File: src/rtl/matrix_mac.sv
// Square matrix multiply C = A x B over external synchronous-read memories, results saturated to DATA_W bits.
// Latency: N+2 cycles per result element (N fetch, 1 drain, 1 write); N*N*(N+2) cycles per full run.
// Backpressure: none; read data must return exactly one cycle after its address, mac_start ignored while busy.
module matrix_mac #(
    parameter int N      = 10,
    parameter int DATA_W = 8
) (
    input  logic              clk,
    input  logic              reset,
    input  logic              mac_start,
    output logic [3:0]        a_row,
    output logic [3:0]        a_col,
    input  logic [DATA_W-1:0] a_data,
    output logic [3:0]        b_row,
    output logic [3:0]        b_col,
    input  logic [DATA_W-1:0] b_data,
    output logic              wr_enable,
    output logic [1:0]        wr_matrix_select,
    output logic [3:0]        wr_row,
    output logic [3:0]        wr_col,
    output logic [DATA_W-1:0] wr_data,
    output logic              busy,
    output logic              done,
    output logic              ovf
);

    localparam int ACC_W = 2*DATA_W + 4;
    localparam logic [3:0] LAST = 4'(N-1);
    localparam logic [ACC_W-1:0] SAT = {{(ACC_W-DATA_W){1'b0}}, {DATA_W{1'b1}}};

    typedef enum logic [2:0] {IDLE, FETCH, DRAIN, WRITE, FINISH} state_t;

    state_t           state;
    logic [3:0]       i, j, k;
    logic             acc_en;
    logic [ACC_W-1:0] acc;
    logic [ACC_W-1:0] prod;
    logic [ACC_W-1:0] acc_next;

    // Read data trails its address by one cycle, so acc_en is the FETCH flag delayed by one.
    assign prod     = ACC_W'(a_data) * ACC_W'(b_data);
    assign acc_next = acc + (acc_en ? prod : '0);

    assign a_row = i;
    assign a_col = k;
    assign b_row = k;
    assign b_col = j;
    assign wr_matrix_select = 2'd2;

    always_ff @(posedge clk or posedge reset) begin
        if (reset) begin
            state     <= IDLE;
            i         <= '0;
            j         <= '0;
            k         <= '0;
            acc_en    <= 1'b0;
            acc       <= '0;
            wr_enable <= 1'b0;
            wr_row    <= '0;
            wr_col    <= '0;
            wr_data   <= '0;
            busy      <= 1'b0;
            done      <= 1'b0;
            ovf       <= 1'b0;
        end else begin
            case (state)
                IDLE: begin
                    if (mac_start) begin
                        state  <= FETCH;
                        busy   <= 1'b1;
                        i      <= '0;
                        j      <= '0;
                        k      <= '0;
                        acc    <= '0;
                        acc_en <= 1'b0;
                        done   <= 1'b0;
                        ovf    <= 1'b0;
                    end
                end
                FETCH: begin
                    acc_en <= 1'b1;
                    acc    <= acc_next;
                    if (k == LAST) begin
                        k     <= '0;
                        state <= DRAIN;
                    end else begin
                        k <= k + 4'd1;
                    end
                end
                DRAIN: begin
                    // Last product lands here; present the saturated sum during WRITE.
                    acc_en    <= 1'b0;
                    acc       <= acc_next;
                    wr_enable <= 1'b1;
                    wr_row    <= i;
                    wr_col    <= j;
                    if (acc_next > SAT) begin
                        wr_data <= '1;
                        ovf     <= 1'b1;
                    end else begin
                        wr_data <= acc_next[DATA_W-1:0];
                    end
                    state <= WRITE;
                end
                WRITE: begin
                    wr_enable <= 1'b0;
                    acc       <= '0;
                    k         <= '0;
                    if (j == LAST) begin
                        j <= '0;
                        if (i == LAST) begin
                            i     <= '0;
                            done  <= 1'b1;
                            state <= FINISH;
                        end else begin
                            i     <= i + 4'd1;
                            state <= FETCH;
                        end
                    end else begin
                        j     <= j + 4'd1;
                        state <= FETCH;
                    end
                end
                FINISH: begin
                    busy  <= 1'b0;
                    state <= IDLE;
                end
                default: begin
                    busy  <= 1'b0;
                    state <= IDLE;
                end
            endcase
        end
    end

endmodule

File: config.mk
export PLATFORM = sky130hd
export DESIGN_NAME = matrix_mac
export DESIGN_NICKNAME = d
export VERILOG_FILES = /design/src/rtl/matrix_mac.sv
export SDC_FILE = /design/constraint.sdc
export NUM_CORES = 1
export LEC_CHECK = 0
export BUFFER_PORTS_ARGS = -buffer_cell sky130_fd_sc_hd__buf_2
export CAP_MARGIN = 10
export CORE_MARGIN = 2
export CORE_UTILIZATION = 50
export CTS_CLUSTER_SIZE = 20
export DETAILED_ROUTE_END_ITERATION = 8
export GPL_ROUTABILITY_DRIVEN = 1
export PLACE_DENSITY = 0.69
export SLEW_MARGIN = 20
export SYNTH_ARGS = -nofsm -noshare
export SYNTH_HDL_FRONTEND = slang
export SYNTH_SLANG_ARGS = --single-unit
File: constraint.sdc
create_clock -name clk -period 3.5 [get_ports clk]
set_input_delay 0.35 -clock clk [delete_from_list [all_inputs] [get_ports clk]]
set_output_delay 0.35 -clock clk [all_outputs]
set_load 0.01 [all_outputs]
== Word-level counts from Yosys, hierarchy flattened ==
Index checks and enable logic that the tools add are counted.

* Register bits after elaboration: 56
* Input port bits: 19
* Output and inout port bits: 38
* Word-level logic and storage cells: 76

* $add $sub $neg: 4
* Multipliers: 1
* Magnitude comparators: 1
* Equal/unequal tests: 11
* Muxes and demuxes: 27
* Bitwise gates (word level): 1
* Reductions and logical operators: 18

{| class="wikitable"
|+ Operators by type and width
! cell !! count
|-
| $pmux 20 s3 || 1
|-
| $add 20x16->20 || 1
|-
| $gt 20x8->1 const B || 1
|-
| $mux 20 || 1
|-
| $mux 4 || 5
|-
| $mul 8x8->16 || 1
|-
| $mux 16 || 1
|-
| $pmux 4 s2 || 2
|-
| $add 4x1->4 const B || 3
|-
| $eq 4x4->1 const B || 3
|-
| $mux 3 || 4
|-
| $pmux 3 s4 || 1
|-
| $pmux 4 s3 || 1
|-
| $reduce_and 2->1 || 6
|-
| $ne 2x2->1 const B || 5
|-
| $reduce_bool 3->1 || 3
|-
| $mux 8 || 1
|-
| $pmux 1 s2 || 4
|-
| $eq 3x2->1 const B || 2
|-
| $reduce_and 3->1 || 2
|-
| $reduce_bool 2->1 || 3
|-
| $mux 1 || 5
|-
| $reduce_and 4->1 || 1
|-
| $eq 3x1->1 const B || 1
|-
| 5 further kinds || 5
|}

== Depth between registers and ports, before layout ==
Gate-level depths: netlist of the first run.

* Depth after elaboration: 6
* Mapped depth: 26
* Gate-level depth less buffers: 26

== Worst setup path before layout of the first run ==
Ideal clock, no wire load.

* Path kind: input -> register
* From: input port a_data[1]
* To: register wr_data[2]
* Library setup time: 0.141 ns
* Arrival: 5.917 ns
* Data required time: 3.359 ns
* Setup slack: -2.559 ns
* Stages: 25
* Path buffers: 0
* Path through: and2_1 -> fa_1 -> fa_1 -> inv_1 -> fa_1 -> fa_1 -> inv_1 -> ha_1 -> inv_1 -> o21bai_1 -> a21oi_1 -> o21ai_0 -> nand4_1 -> nand2_1 -> or3_1 -> and3_1 -> ha_1 -> and2_1 -> a311oi_1 -> o211ai_1 -> o22ai_2 -> xor2_1 -> nand4b_1 -> nor4b_4 -> a31oi_1

* Word-level cells in the longest chain between the ends: 5

{| class="wikitable"
|+ Ends and longest elaborated chain
! element !! RTL line !! RTL
|-
| start: declaration || 13 || <nowiki>input logic [DATA_W-1:0] a_data,</nowiki>
|-
| $mul 8x8->16 * || 41 || <nowiki>assign prod = ACC_W'(a_data) * ACC_W'(b_data);</nowiki>
|-
| $mux 16 * || 42 || <nowiki>assign acc_next = acc + (acc_en ? prod : '0);</nowiki>
|-
| $add 20x16->20 * || 42 ||
|-
| $gt 20x8->1 || 97 || <nowiki>if (acc_next > SAT) begin</nowiki>
|-
| $mux 8 * || 97 ||
|-
| end signal: assignment || 101 || <nowiki>wr_data <= acc_next[DATA_W-1:0];</nowiki>
|-
| end: declaration || 21 || <nowiki>output logic [DATA_W-1:0] wr_data,</nowiki>
|}

Every way passes the cells marked *; elsewhere a longest branch is shown, timed or not.
A chain may end at the register's enable or synchronous reset.

== Worst setup path in the final report of the first run ==
* From: input port a_data[3]
* To: register wr_data[3]

The elaborated chain is that of the path after synthesis.

==> results of run 1 <==
repair_timing:
item,CTS,global route
setup buffers,24,14
gates resized for setup,94,70
pin swaps,57,50
setup endpoints to repair,24,24
power by group:
| group | internal (mW) | switching (mW) |
|---|---|---|
| combinational | 0.719 | 0.662 |
| sequential | 0.654 | 0.00642 |
| clock | 0.143 | 0.221 |
| total | 1.52 | 0.889 |
Yosys cell counts (all sizes together) (4+ instances only):
library cell and number:
and2 70, inv 67, ha 58, dfrtp 56, o21ai 54, nand2 52, fa 37, nor2 30
a21oi 22, xor2 18, clkbuf 14, a31oi 13, a21o 10, mux2 10, nor3 10, xnor2 10
nand2b 7, nand3 7, a22o 6, buf 6, o211ai 5, or2 5, and3 4, nor2b 4
critical path: stages:
cell and delay (ps):
buf_12 110, and2_4 150, fa_2 370, fa_1 500, inv_2 40, fa_1 480
fa_1 510, inv_2 50, ha_4 280, inv_4 40, o21bai_4 130, a21oi_4 80
o21ai_2 170, a21oi_1 110, xnor2_1 200, and2_1 190, ha_4 220, a21o_1 220
a311oi_4 370, o211ai_1 200, o22ai_2 210, xor2_1 280, nand4b_1 200, nor4b_4 310
buf_6 160, a31oi_1 90
layer usage:
metal | global-route usage [%] | vias to the layer above
met5 | 0 | -
met4 | 6.69 | 0
met3 | 2.73 | 22
met2 | 40.3 | 96
met1 | 33.9 | 2445
li1 | - | 2385
kinds of logic after synthesis:
logic type	Yosys count	share of synthesized area, %
simple gates	200	18.9
compound gates	139	17.0
fa+ha+maj	95	26.2
buf+inv	87	6.24
flops	56	25.1
xor+xnor	28	4.39
mux	10	2.01
other cells	2	0.134
path summary, 6_finish.rpt:
check | end | cells past startpoint | from
max | wr_data[3] | 26 | a_data[3]
min | wr_col[1] | 2 | reset
max reg2reg | wr_data[3] | 13 | acc_en
min reg2reg | wr_enable | 1 | wr_enable
max in group asynchronous | acc[16] | 3 | reset
min in group clk | done | 4 | mac_start
per-stage QoR:
step	TNS (ps)	hold slack [ps]	cell area, µm²	utilization, %
6_report	-39760	155	7830	71.9
3_3_place_gp	-45710	470	6920	63.6
5_1_grt	-43230	198	7830	71.9
3_5_place_dp	-48030	465	6920	63.6
2_1_floorplan	-34120	456	5900	-
4_1_cts	-40110	177	7540	69.2
state kept, by name, summed over array words and instances, names as in the netlist, 3 cells and up:
name,cells
a_row,4
wr_data,8
acc,20
wr_row,4
b_col,4
wr_col,4
state,3
a_col,4
cell type report:
class | instances | area, µm²
clock buffer | 6 | 72.6
clock inverter | 2 | 16.3
fill | 753 | 3060
inverter | 67 | 256
multi-input combinational | 474 | 4560
sequential | 56 | 1400
tap | 140 | 175
timing repair buffer | 169 | 1350
==> impl_metrics.toml, run 1 <==
[status]
status = "finished with violations"
violations = "setup timing"

[synth]
synth-seq-area-share_pct = 25.1
ys_async_sr_fraction_pct = 100
synth_area_um2 = 5590
synth_seq_cells = 56
avgSynthCellArea_um2 = 9.06
yosysTopAreaCell = "dfrtp_1"
synth_edf_count = 0
synth_flop_cell = "dfrtp_1"
ys_warn_count = 0
synth_top_area_share_pct = 25.1
synthDistinctLibCells = 59
synthesis.nets = 731
yosys-top-cells-area = "dfrtp_1 25%, fa_1 13%, ha_1 13%"
synth_cells = 617

[setup_path]
path_class = "primary input to flip-flop"
required_ps = 3690
start_kind = "primary input"
crit_arrival_ps = 6030
crit_fanout = 8
endpoint_kind = "flip-flop"
reg2reg_slack_ps = 130

[final_layout]
fin_cells = 914
layout_commonest_cell = "buf_4"
drive_above_1_share_pct = 40.7
area.growth.synth_to_final_pct = 40.1
final_cell_mix = "91 x buf_4, 56 x dfrtp_1, 55 x inv_1"
nets = 887
insertedDiodeCount = 0

[grt]
grt_pass1_wl_um = 23600
grt_start_max_net_pins = 35
grt_overflow = 0
track_usage_pct = 24.4
grt_antenna_before_repair = 0
grt_pass1_vias = 5061

[detailed_routing]
totalWireLength_um = 14500
drt-initial-drc-count = 188
drcViolationCount = 0
wl_met1_um = 6580
routed.top_layer = "met4"
dr_wl_met3_um = 417
avgViaCountPerCell = 5.41
vias = 4948
drt_pass1_iterations = 4
ant_nets = 0
wl_per_cell_um = 15.9
dr_wl_met2_um = 7310

[die]
num_io_pins = 57
core_area_um2 = 10900
rows = 38
die_w_um = 110
start_util_pct = 51.4
die_area_um2 = 12000
die_y_um = 110

[cts]
clk_pin_slew_ps = 110
clock_sinks = 56
cts_tree = "yes"
clkLatencyLatePin_ps = 310
h-tree-depth = 2
ctsHoldBuffers = 0
cts.root.buffer_cell = "clkbuf_8"
cts_buffers = 5
cts_buffer_depth = 2

[min_path]
hold_class = "primary input to async pin"

[sta]
skew_ps = 17.6
hold_viol_final = 0
period_share_pct = 167
final-setup-viol-count = 24
slew_headroom_pct = 48.8
fmax_mhz = 171
tightest_slew_ps = 768
slew_viol_final = 0
rsz0062_at_grt = "yes"
period_needed_ps = 5840
fin_ws_ps = -2340

[job]
drv_cap = 0

[place]
dp_hpwl_um = 10600
gp_congestion = 0.914
dp_slack_ps = -2640
dp_cells = 882
port_buffers = 54

[power]
power-per-cell-area_nw_per_um2 = 307
cellLeakagePower_nw = 3.84
power_mw = 2.41
vdd_ir_drop_max_mv = 0.263
No activity file was read; power rests on OpenSTA's default activity.
==> inputs of run 2 (changes only) <==
--- a/config.mk
+++ b/config.mk
@@ -9,4 +9,5 @@
 export CAP_MARGIN = 10
-export CORE_MARGIN = 2
-export CORE_UTILIZATION = 50
+export CELL_PAD_IN_SITES_DETAIL_PLACEMENT = 1
+export CELL_PAD_IN_SITES_GLOBAL_PLACEMENT = 2
+export CORE_UTILIZATION = 38
 export CTS_CLUSTER_SIZE = 20
@@ -14,3 +15,3 @@
 export GPL_ROUTABILITY_DRIVEN = 1
-export PLACE_DENSITY = 0.69
+export PLACE_DENSITY_LB_ADDON = 0.1
 export SLEW_MARGIN = 20
==> constraint.sdc (replaced) <==
create_clock -name clk -period 3.5 [get_ports clk]
set_input_delay 0 -clock clk [delete_from_list [all_inputs] [get_ports clk]]
set_output_delay 0 -clock clk [all_outputs]
set_load 0.01 [all_outputs]
==> impl_metrics.toml, run 2 (synthesis gave the netlist of run 1 again) <==
[status]
status = "finished with violations"
violations = "setup timing"

[final_layout]
reg_top3 = "acc x20, wr_data x8"
largest-register = "acc"
nets = 886
final_cell_mix = "96 x buf_4, 57 x inv_1, 56 x dfrtp_1"
insertedDiodeCount = 0
drive_above_1_share_pct = 39.3
largest_register_ffs = 20
area.growth.synth_to_final_pct = 39.4
layout_commonest_cell = "buf_4"

[detailed_routing]
drt_pass1_iterations = 4
avgViaCountPerCell = 5.21
wl_per_cell_um = 16.9
totalWireLength_um = 16100
vias = 4966
drcViolationCount = 0
ant_nets = 0
drt-initial-drc-count = 212

[cts]
cts_tree = "yes"
clock_sinks = 56
clkLatencyLatePin_ps = 300
cts_buffers = 5
clk_pin_slew_ps = 80
h-tree-depth = 2
cts.root.buffer_cell = "clkbuf_16"
cts_buffer_depth = 2

[setup_path]
timing.rr.end = "wr_data[7]"
crit_fanout = 8
cp_slowest_stage_delay_ps = 560
path_delay_family = "adder cells"
worst_path_most_repeated_cell = "fa_1"
endpoint_kind = "flip-flop"
reg2reg_slack_ps = 180
cp_slowest_cell = "fa_1"
start_kind = "primary input"
required_ps = 3630
regToRegStartpoint = "acc_en"
crit_arrival_ps = 5570
path_class = "primary input to flip-flop"
worst-r2r-cell-count = 12
timing.critical_path.buf_inv = 5

[die]
die_w_um = 123
rows = 43
die_area_um2 = 15200
core_area_um2 = 14100
die_y_um = 123
num_io_pins = 57
start_util_pct = 39.7

[power]
power_mw = 2.69
cellLeakagePower_nw = 3.79
vdd_ir_drop_max_mv = 0.195
power-per-cell-area_nw_per_um2 = 346

[sta]
fin_ws_ps = -1940
whs_ps = 42.0
tightest_slew_ps = 1050
rsz0062_at_grt = "yes"
slew_headroom_pct = 29.9
period_needed_ps = 5440
slew_viol_final = 0
final-setup-viol-count = 23
skew_ps = 9.60
period_share_pct = 155
setup_tns_ps = -31800
hold_viol_final = 0
fmax_mhz = 184

[grt]
grt_overflow = 0
grt_pass1_wl_um = 27100
grt_antenna_before_repair = 0
track_usage_pct = 22.8
grt_start_max_net_pins = 32
grt_pass1_vias = 5471

[min_path]
whs_path_depth = 4
hold_path_end = "done"
hold_class = "primary input to flip-flop"
hp-start = "mac_start"

[place]
dp_hpwl_um = 12300
gp_congestion = 0.815
port_buffers = 54

[job]
drv_cap = 0
[run 2: cell type report]
class / count / area [µm²]
clock buffers: 5 / 125
inverters: 67 / 254
flip-flops and latches: 56 / 1400
multi-input cells: 474 / 4470
fillers: 1608 / 6300
clock inverters: 3 / 27.5
well taps: 180 / 225
repair buffers: 168 / 1290
[run 2: worst register-to-register path, stage by stage (launching register included)]
cell	delay [ps]
dfrtp_1	440
and3_1	180
ha_1	230
fa_1	420
a21o_1	240
a221oi_4	310
nor3_1	80
o41ai_1	310
mux2_2	220
nand4b_1	160
nor4b_4	300
buf_6	170
a31oi_1	90
[run 2: metal layers]
metal	track usage, %	up-vias	wire (µm)
li1	-	2398	-
met1	29.6	2510	7400
met2	40.6	41	8260
met3	2.54	17	272
met4	4.52	0	197
met5	0	-	0
[run 2: metrics by stage]
| step | util, % | cell area [µm²] | setup WS, ps | instances |
|---|---|---|---|---|
| floorplan | - | 5880 | -1770 | 617 |
| global placement | 49.4 | 6960 | -2230 | 924 |
| detailed placement | 49.4 | 6960 | -2400 | 924 |
| CTS | 54.4 | 7670 | -1920 | 948 |
| global route | 55.3 | 7790 | -2200 | 953 |
| finish | 55.3 | 7790 | -1940 | 953 |
[run 2: worst max-delay path by stage]
stage,start,endpoint,slack (ps),depth (start not counted)
6_report,b_data[6],wr_data[7],-1940,26
5_1_grt,b_data[6],wr_data[7],-2200,26
4_1_cts,b_data[2],wr_data[7],-1920,26
3_5_place_dp,b_data[4],wr_data[7],-2400,27
3_3_place_gp,b_data[5],wr_data[6],-2230,27
2_1_floorplan,b_data[5],wr_data[2],-1770,24
[run 2: power by group]
group / switching [mW] / internal, mW / total [mW]
Sequential: 0.00606 / 0.654 / 0.660
Clock: 0.263 / 0.273 / 0.536
Combinational: 0.698 / 0.800 / 1.50
Total: 0.968 / 1.73 / 2.69
[run 2: what timing repair did]
action                                  4_1_cts  5_1_grt
endpoints found under the setup margin       23       23
hold buffers                                  1        0
buffers inserted                             22        6
resized for setup                           113       19
endpoints found under the hold margin        25        0
pin swaps                                    56       15
==> inputs of run 3 (changes only) <==
- CORE_UTILIZATION: 38 -> 41
- clock period: 3.5 -> 6.4 ns (I/O delays scaled with it)
==> impl_metrics.toml, run 3 (synthesis gave the netlist of run 1 again) <==
[detailed_routing]
avgViaCountPerCell = 5.28
ant_nets = 0
drt-initial-drc-count = 129
totalWireLength_um = 12900
wl_per_cell_um = 15.3
drt_pass1_iterations = 4
vias = 4449
drcViolationCount = 0

[die]
start_util_pct = 42.1
core_area_um2 = 13300
die_y_um = 119
rows = 42
die_w_um = 119
num_io_pins = 57
die_area_um2 = 14100

[sta]
hold_viol_final = 0
rsz0062_at_grt = "no"
slew_headroom_pct = 51.5
slew_viol_final = 0
fmax_mhz = 167
setup_tns_ps = 0
skew_ps = 9.47
period_needed_ps = 5980
period_share_pct = 93.5
tightest_slew_ps = 727
final-setup-viol-count = 0

[setup_path]
crit_fanout = 8
worst_path_most_repeated_cell = "fa_1"
startpoint = "a_data[1]"
path_delay_family = "adder cells"
endpoint_kind = "flip-flop"
reg2reg_slack_ps = 2850
start_kind = "primary input"
crit_arrival_ps = 6150
cp_slowest_stage_delay_ps = 540
cp_slowest_cell = "fa_1"
timing.critical_path.buf_inv = 5
timing.rr.end = "wr_data[5]"
path_class = "primary input to flip-flop"
regToRegStartpoint = "acc_en"
worst-r2r-cell-count = 12
required_ps = 6560

[min_path]
hold_path_end = "done"
whs_path_depth = 4
hp-start = "mac_start"
hold_class = "primary input to flip-flop"

[final_layout]
largest_register_ffs = 20
drive_above_1_share_pct = 14.6
area.growth.synth_to_final_pct = 10.9
final_cell_mix = "70 x and2_1, 66 x inv_1, 58 x ha_1"
nets = 779
nFillCells = 1570
insertedDiodeCount = 0
reg_top3 = "acc x20, wr_data x8"
layout_commonest_cell = "and2_1"
largest-register = "acc"
fin_cells = 842

[power]
power-per-cell-area_nw_per_um2 = 176
cellLeakagePower_nw = 3.13
vdd_ir_drop_max_mv = 0.104

[place]
port_buffers = 54
gp_congestion = 0.836
dp_hpwl_um = 10500
dp_cells = 833

[cts]
cts_buffer_depth = 2
clock_sinks = 56
cts_tree = "yes"
post-cts-setup-buffers = 0
clkLatencyLatePin_ps = 300
cts_buffers = 5
cts.root.buffer_cell = "clkbuf_16"
h-tree-depth = 2
clk_pin_slew_ps = 70

[grt]
grt_start_max_net_pins = 57
grt_antenna_before_repair = 0
track_usage_pct = 19.4
grt_pass1_vias = 4599
grt_pass1_wl_um = 22500
grt_overflow = 0

[status]
status = "complete, no violations"

[job]
drv_cap = 0
==> run 3: cell types whose count changed in the layout (fill, tap and decap cells not counted), moves of 9 or more <==
cell	delta
buf_6	-27
ha_4	-16
buf_2	+13
and2_1	+17
o21ai_1	-15
inv_1	+9
and2_4	-17
a21oi_1	+12
ha_1	+18
buf_4	-90
o21ai_0	+21
==> run 3: through the flow <==
step	worst slack [ps]	instance area, µm²	utilization (%)	power, mW	hold slack, ps
global placement	201	6030	45.4	0.813	241
floorplan	691	5590	-	0.723	176
detailed placement	-87.5	6030	45.4	0.829	262
finish	415	6200	46.6	1.09	35.3
CTS	200	6180	46.5	1.11	29.1
global route	14.3	6200	46.6	1.19	59.2
==> run 3: how the worst max path moves through the flow <==
| stage | endpoint | slack [ps] | depth (start not counted) |
|---|---|---|---|
| after CTS | wr_data[5] | 200 | 27 |
| after global placement | wr_data[3] | 200 | 27 |
| after detailed placement | wr_data[3] | -90 | 27 |
| after floorplan | wr_data[2] | 690 | 25 |
| after global routing | wr_data[5] | 10 | 27 |
| final | wr_data[5] | 420 | 27 |
==> run 3: cell type report <==
type	instances	area [µm²]	share of cell area, %
clock buffers	6	129	2.08
well taps	176	220	3.55
multi-input cells	474	3850	62.2
flip-flops and latches	56	1400	22.6
inverters	67	251	4.06
clock inverters	2	16.3	0.262
repair buffers	61	325	5.25
==> run 3: worst min-delay path: stages <==
cell     delay [ps]
buf_2           100
nand2_1          70
nand2_1          70
nand2_1          50
==> run 3: per-layer routing <==
layer | GRT usage [%] | up-vias | share of wire, %
met2 | 31.3 | 44 | 47
li1 | - | 2172 | -
met1 | 28.5 | 2231 | 50
met4 | 1.74 | 0 | 0.17
met5 | 0 | - | 0
met3 | 2.61 | 2 | 2.2
==> run 3: where the power goes <==
group	internal (mW)	switching (mW)
Clock	0.146	0.131
Combinational	0.198	0.255
Sequential	0.358	0.00349
==> run 3: what timing repair did <==
item | in CTS | in global routing
gates resized for setup | 0 | 2
hold endpoints to repair | 56 | 0
hold buffers | 1 | 0
setup endpoints to repair | 0 | 8
